**src/rtl/step_counter.sv**
```systemverilog
// Edge-triggered up/down step counter with programmable modulus and
// selectable wrap/saturate behaviour at the range limits.
module step_counter #(
  parameter int unsigned DATA_SIZE = 5,
  parameter int unsigned WRAP      = 1
) (
  input  logic                 clk,
  input  logic                 rst,
  input  logic                 inc,
  input  logic                 dec,
  input  logic                 load,
  input  logic [DATA_SIZE-1:0] load_val,
  input  logic [DATA_SIZE-1:0] max,
  output logic [DATA_SIZE-1:0] ctr_out,
  output logic                 wrap,
  output logic                 at_max
);

  localparam int unsigned W = DATA_SIZE;

  logic         inc_q;
  logic         dec_q;
  logic         inc_evt;
  logic         dec_evt;
  logic [W-1:0] top;
  logic [W-1:0] ctr_nxt;
  logic         wrap_nxt;

  // Upper bound of the count range; max = 0 naturally yields the all-ones full range.
  assign top = max - W'(1);

  // Terminal-count flag decoded straight from the registered count.
  assign at_max = (ctr_out == top);

  // One-cycle step requests from the rising edges of the level inputs.
  assign inc_evt = inc & ~inc_q;
  assign dec_evt = dec & ~dec_q;

  // Next count and wrap pulse: load beats steps, colliding steps cancel.
  always_comb begin
    ctr_nxt  = ctr_out;
    wrap_nxt = 1'b0;
    if (load) begin
      ctr_nxt = (load_val <= top) ? load_val : top;
    end else if (inc_evt && !dec_evt) begin
      if (ctr_out < top) begin
        ctr_nxt = ctr_out + W'(1);
      end else if (WRAP != 0) begin
        ctr_nxt  = '0;
        wrap_nxt = (ctr_out == top);
      end else begin
        ctr_nxt = top;
      end
    end else if (dec_evt && !inc_evt) begin
      if (ctr_out > top) begin
        // Count left stranded above a lowered limit snaps back to the limit.
        ctr_nxt = top;
      end else if (ctr_out != '0) begin
        ctr_nxt = ctr_out - W'(1);
      end else if (WRAP != 0) begin
        ctr_nxt  = top;
        wrap_nxt = 1'b1;
      end
    end
  end

  // State register; edge history resets high so a held input needs a fresh rise.
  always_ff @(posedge clk) begin
    if (rst) begin
      ctr_out <= '0;
      wrap    <= 1'b0;
      inc_q   <= 1'b1;
      dec_q   <= 1'b1;
    end else begin
      ctr_out <= ctr_nxt;
      wrap    <= wrap_nxt;
      inc_q   <= inc;
      dec_q   <= dec;
    end
  end

endmodule

```
**config.mk**
```make
export PLATFORM = sky130hd
export DESIGN_NAME = step_counter
export DESIGN_NICKNAME = d
export VERILOG_FILES = /design/src/rtl/step_counter.sv
export SDC_FILE = /design/constraint.sdc
export NUM_CORES = 1
export LEC_CHECK = 0
export CORE_MARGIN = 5
export CORE_UTILIZATION = 45
export DETAILED_ROUTE_END_ITERATION = 10
export PLACE_DENSITY_LB_ADDON = 0.15
export SLEW_MARGIN = 20
export SYNTH_ARGS = -nofsm -noshare
export SYNTH_HDL_FRONTEND = slang
export SYNTH_SLANG_ARGS = --single-unit
```
**constraint.sdc**
```tcl
create_clock -name clk -period 2.75 [get_ports clk]
set_input_delay 0.275 -clock clk [delete_from_list [all_inputs] [get_ports clk]]
set_output_delay 0.275 -clock clk [all_outputs]
set_load 0.05 [all_outputs]
```
==> flow_results.xml <==
<?xml version="1.0" encoding="UTF-8"?>
<metrics>
  <group name="finish">
    <metric name="fin_nets" unit="">201</metric>
    <metric name="insertedDiodeCount" unit="">0</metric>
    <metric name="final_layout_size_suffix_gt1_share" unit="%">26.3</metric>
    <metric name="n_fill_cell" unit="">193</metric>
    <metric name="post-route-cell-area" unit="mm^2">0.00155</metric>
    <metric name="areaGrowthSynthToFinish" unit="%">43.8</metric>
  </group>
  <group name="grt">
    <metric name="grt_first_pass_wirelength" unit="mm">5.32</metric>
    <metric name="maximum_number_of_pins_on_one_net_before_global_route_repair" unit="">16</metric>
    <metric name="globalRouteTotalUtil" unit="%">19.7</metric>
    <metric name="antenna_found_initial" unit="">0</metric>
    <metric name="grt_overflow_total" unit="">0</metric>
    <metric name="first_global_vias" unit="">1213</metric>
  </group>
  <group name="placed_design">
    <metric name="hpwl" unit="mm">2.53</metric>
    <metric name="port-buffer-count" unit="">21</metric>
    <metric name="placement.cell_area" unit="mm^2">0.00143</metric>
    <metric name="gp_congestion" unit="">0.880</metric>
  </group>
  <group name="yosys">
    <metric name="postSynth.asyncResetShare" unit="%">0</metric>
    <metric name="synth-main-ff-cell" unit="">sky130_fd_sc_hd__dfxtp_1</metric>
    <metric name="ys_top_cells_by_count" unit="">sky130_fd_sc_hd__inv_1, sky130_fd_sc_hd__ha_1, sky130_fd_sc_hd__dfxtp_1, sky130_fd_sc_hd__nor2_1, sky130_fd_sc_hd__o21ai_0</metric>
    <metric name="synth.top_cell.area_share" unit="%">14.9</metric>
    <metric name="dominant_combinational_cell_family_by_area_after_synthesis" unit="">compound AO/OA/AOI/OAI gates</metric>
    <metric name="synth_xor_xnor_area_share" unit="%">9.66</metric>
    <metric name="synth.area.top_cells" unit="">sky130_fd_sc_hd__dfxtp_1, sky130_fd_sc_hd__ha_1, sky130_fd_sc_hd__xnor2_1, sky130_fd_sc_hd__xor2_1, sky130_fd_sc_hd__o21ai_0</metric>
    <metric name="yosys.area.top_type" unit="">sky130_fd_sc_hd__dfxtp_1</metric>
    <metric name="synth_compound_gate_area_share" unit="%">29.5</metric>
    <metric name="avgSynthCellArea" unit="um^2">7.96</metric>
    <metric name="synthesis.instances" unit="">135</metric>
    <metric name="post_synth_and_or_nand_nor_area_fraction" unit="%">22.6</metric>
    <metric name="synth_sequential_area_ratio" unit="%">14.9</metric>
    <metric name="postSynthNetCount" unit="">159</metric>
    <metric name="synth.yosys.warnings" unit="">0</metric>
    <metric name="synth.area.mux_share" unit="%">3.84</metric>
    <metric name="ys_seq_elements" unit="">8</metric>
    <metric name="post_synth_instance_area" unit="mm^2">0.00107</metric>
    <metric name="synth_cell_types" unit="">47</metric>
    <metric name="post_synth_adder_cell_area" unit="%">14.3</metric>
    <metric name="leading_cell_type_by_number_of_instances_after_synthesis" unit="">sky130_fd_sc_hd__inv_1</metric>
    <metric name="synth-edff-count" unit="">0</metric>
  </group>
  <group name="timing">
    <metric name="grt_setup_unrepaired" unit="">no</metric>
    <metric name="worst_slew_pin_slew" unit="ps">552</metric>
    <metric name="finalWorstPathRequiredPeriod" unit="ps">2630</metric>
    <metric name="finClkSkew" unit="ps">7.22</metric>
    <metric name="maxClockFrequency" unit="MHz">380</metric>
    <metric name="finalHoldViolCount" unit="">0</metric>
    <metric name="final_setup_vio_count" unit="">0</metric>
    <metric name="timing.final.max_slew_violations" unit="">0</metric>
    <metric name="post-route-period-util" unit="%">95.8</metric>
    <metric name="relSlewSlack" unit="%">62.9</metric>
  </group>
  <group name="worst_setup_path">
    <metric name="timing.critical_path.arrival" unit="ps">2810</metric>
    <metric name="worst-endpoint-required" unit="ps">2930</metric>
    <metric name="timing.critical_path.from_type" unit="">primary input</metric>
    <metric name="cpPeakStageDelay" unit="ps">470</metric>
    <metric name="cp_top_family" unit="">adder cells</metric>
    <metric name="r2r.worst_path.cells" unit="">7</metric>
    <metric name="timing.critical_path.to_type" unit="">flop</metric>
    <metric name="timing.critical_path.mode_cell" unit="">sky130_fd_sc_hd__ha_4</metric>
    <metric name="critPathSlowestCell" unit="">sky130_fd_sc_hd__clkdlybuf4s50_1</metric>
    <metric name="critical_path_depth" unit="">12</metric>
    <metric name="worstSetupPathType" unit="">in -&gt; reg</metric>
    <metric name="worst-path-max-fanout" unit="">6</metric>
    <metric name="critical_path.n_buffers_inverters" unit="">3</metric>
    <metric name="worstPathCellList" unit="">clkdlybuf4s50_1 &gt; inv_1 &gt; ha_4 &gt; xor2_2 &gt; inv_2 &gt; ha_4 &gt; nand3_2 &gt; a21boi_1 &gt; maj3_2 &gt; or3_1 &gt; a31o_1 &gt; a32oi_2</metric>
  </group>
  <group name="clock_tree">
    <metric name="clock-root-buffer" unit="">sky130_fd_sc_hd__clkbuf_4</metric>
    <metric name="clkSlewWorstSetupHoldPaths" unit="ps">60</metric>
    <metric name="clkSinkCount" unit="">8</metric>
    <metric name="clk_path_buf_depth" unit="">2</metric>
    <metric name="insertion_delay" unit="ps">260</metric>
    <metric name="tritoncts_clock_tree" unit="">yes</metric>
    <metric name="htree_levels" unit="">1</metric>
    <metric name="tritoncts.num_buffers" unit="">3</metric>
    <metric name="ctsHoldBuffers" unit="">0</metric>
  </group>
  <group name="power_and_ir_drop">
    <metric name="power.ir.vdd_worst" unit="uV">312</metric>
    <metric name="power.density" unit="mW/mm^2">483</metric>
    <metric name="fin_total_pwr" unit="mW">0.746</metric>
    <metric name="leakage" unit="nW">0.618</metric>
  </group>
  <group name="floorplan">
    <metric name="initial_core_util" unit="%">47.7</metric>
    <metric name="placementRows" unit="">17</metric>
    <metric name="chipWidth" unit="um">58.9</metric>
    <metric name="coreArea" unit="mm^2">0.00225</metric>
    <metric name="floorplan.io_pins" unit="">22</metric>
    <metric name="die_area" unit="mm^2">0.00347</metric>
    <metric name="chipHeight" unit="um">58.9</metric>
  </group>
  <group name="drt">
    <metric name="drtPass1Iterations" unit="">4</metric>
    <metric name="routed_wl" unit="mm">3.20</metric>
    <metric name="route.vias.total" unit="">1234</metric>
    <metric name="avgRoutedWirePerCell" unit="um">15.8</metric>
    <metric name="detailedRoute.firstIterationViolations" unit="">32</metric>
    <metric name="routed_antenna_nets" unit="">0</metric>
    <metric name="drc_errors" unit="">0</metric>
    <metric name="drt_via_density" unit="">6.08</metric>
  </group>
  <group name="flow_run">
    <metric name="maxCapViolCount" unit="">0</metric>
  </group>
  <group name="status">
    <metric name="outcome" unit="">complete, no violations</metric>
  </group>
  <group name="worst_hold_path">
    <metric name="worst_hold_path.num_cells" unit="">2</metric>
    <metric name="worstHoldPathType" unit="">in -&gt; reg</metric>
  </group>
</metrics>
[per-layer routing]
metal | global-route usage, % | share of wire (%) | up-vias
met5 | 0 | 0 | -
met4 | 7.77 | 1.9 | 0
met3 | 4.39 | 6.7 | 7
met2 | 36.0 | 51 | 54
met1 | 21.8 | 41 | 584
li1 | - | - | 589
[layout by cell type, fill, tap and decap left out, drive strengths merged, types with 3 or more instances in the layout]
master,instances
nand2,6
nor3,7
ha,9
or2,3
mux2i,3
a211oi,5
inv,10
and2,3
xor2,5
dfxtp,8
xnor2,6
nor2,8
buf,22
nand3,4
o21ai,9
a311oi,4
a21oi,6
clkbuf,3
or3,3
clkdlybuf4s50,20
maj3,4
[path summary, 6_finish.rpt]
| path | endpoint | slack, ps | from |
|---|---|---|---|
| min reg2reg | ctr_out[1]$_SDFFE_PP0P_ | 640 | ctr_out[1]$_SDFFE_PP0P_ |
| min | inc_q$_SDFF_PP1_ | 600 | inc |
| max | ctr_out[2]$_SDFFE_PP0P_ | 120 | max[1] |
| max reg2reg | ctr_out[2]$_SDFFE_PP0P_ | 460 | ctr_out[2]$_SDFFE_PP0P_ |
[logic make-up after synthesis]
logic type      count (synthesis)
flops                           8
simple gates                   43
compound gates                 41
mux                             4
buf+inv                        15
xor+xnor                       11
fa+ha+maj                      13
[worst register-to-register path, stage by stage (launching register included)]
cell	delay (ps)
sky130_fd_sc_hd__dfxtp_1	590
sky130_fd_sc_hd__ha_4	290
sky130_fd_sc_hd__a21oi_2	140
sky130_fd_sc_hd__a21boi_1	80
sky130_fd_sc_hd__maj3_2	360
sky130_fd_sc_hd__or3_1	380
sky130_fd_sc_hd__a31o_1	220
sky130_fd_sc_hd__a32oi_2	150
[flip-flops by register name, indices dropped and copies added (netlist names)]
| signal | count |
|---|---|
| ctr_out | 5 |
| dec_q | 1 |
| inc_q | 1 |
| wrap | 1 |
[power by group]
group / internal [mW] / switching [mW] / leakage (nW)
registers: 0.130 / 0.0359 / 0.0663
logic: 0.241 / 0.246 / 0.538
clock network: 0.0502 / 0.0438 / 0.0138
[timing repair]
item,4_1_cts,5_1_grt
setup buffers,2,3
gates resized for setup,5,8
pin swaps,3,7
setup endpoints to repair,5,6
[metrics by stage]
step                      cells  setup TNS (ps)  hold WS, ps  util (%)  setup WS, ps
after floorplan             135               0          347         -           150
after global placement      195           -1150          591      63.5          -255
after detailed placement    195           -1800          598      63.5          -354
after CTS                   200               0          599      66.1          9.53
after global routing        203               0          608      68.5          11.2
final                       203               0          599      68.5           116
[cell type report]
cell class	count	area [um^2]	area share (%)
Tap cell	28	35.0	2.27
Inverter	10	37.5	2.43
Multi-Input combinational cell	112	912	59.0
Sequential cell	8	160	10.4
Timing Repair Buffer	42	378	24.5
Clock buffer	3	22.5	1.46
(Power assumes the default switching activity.)
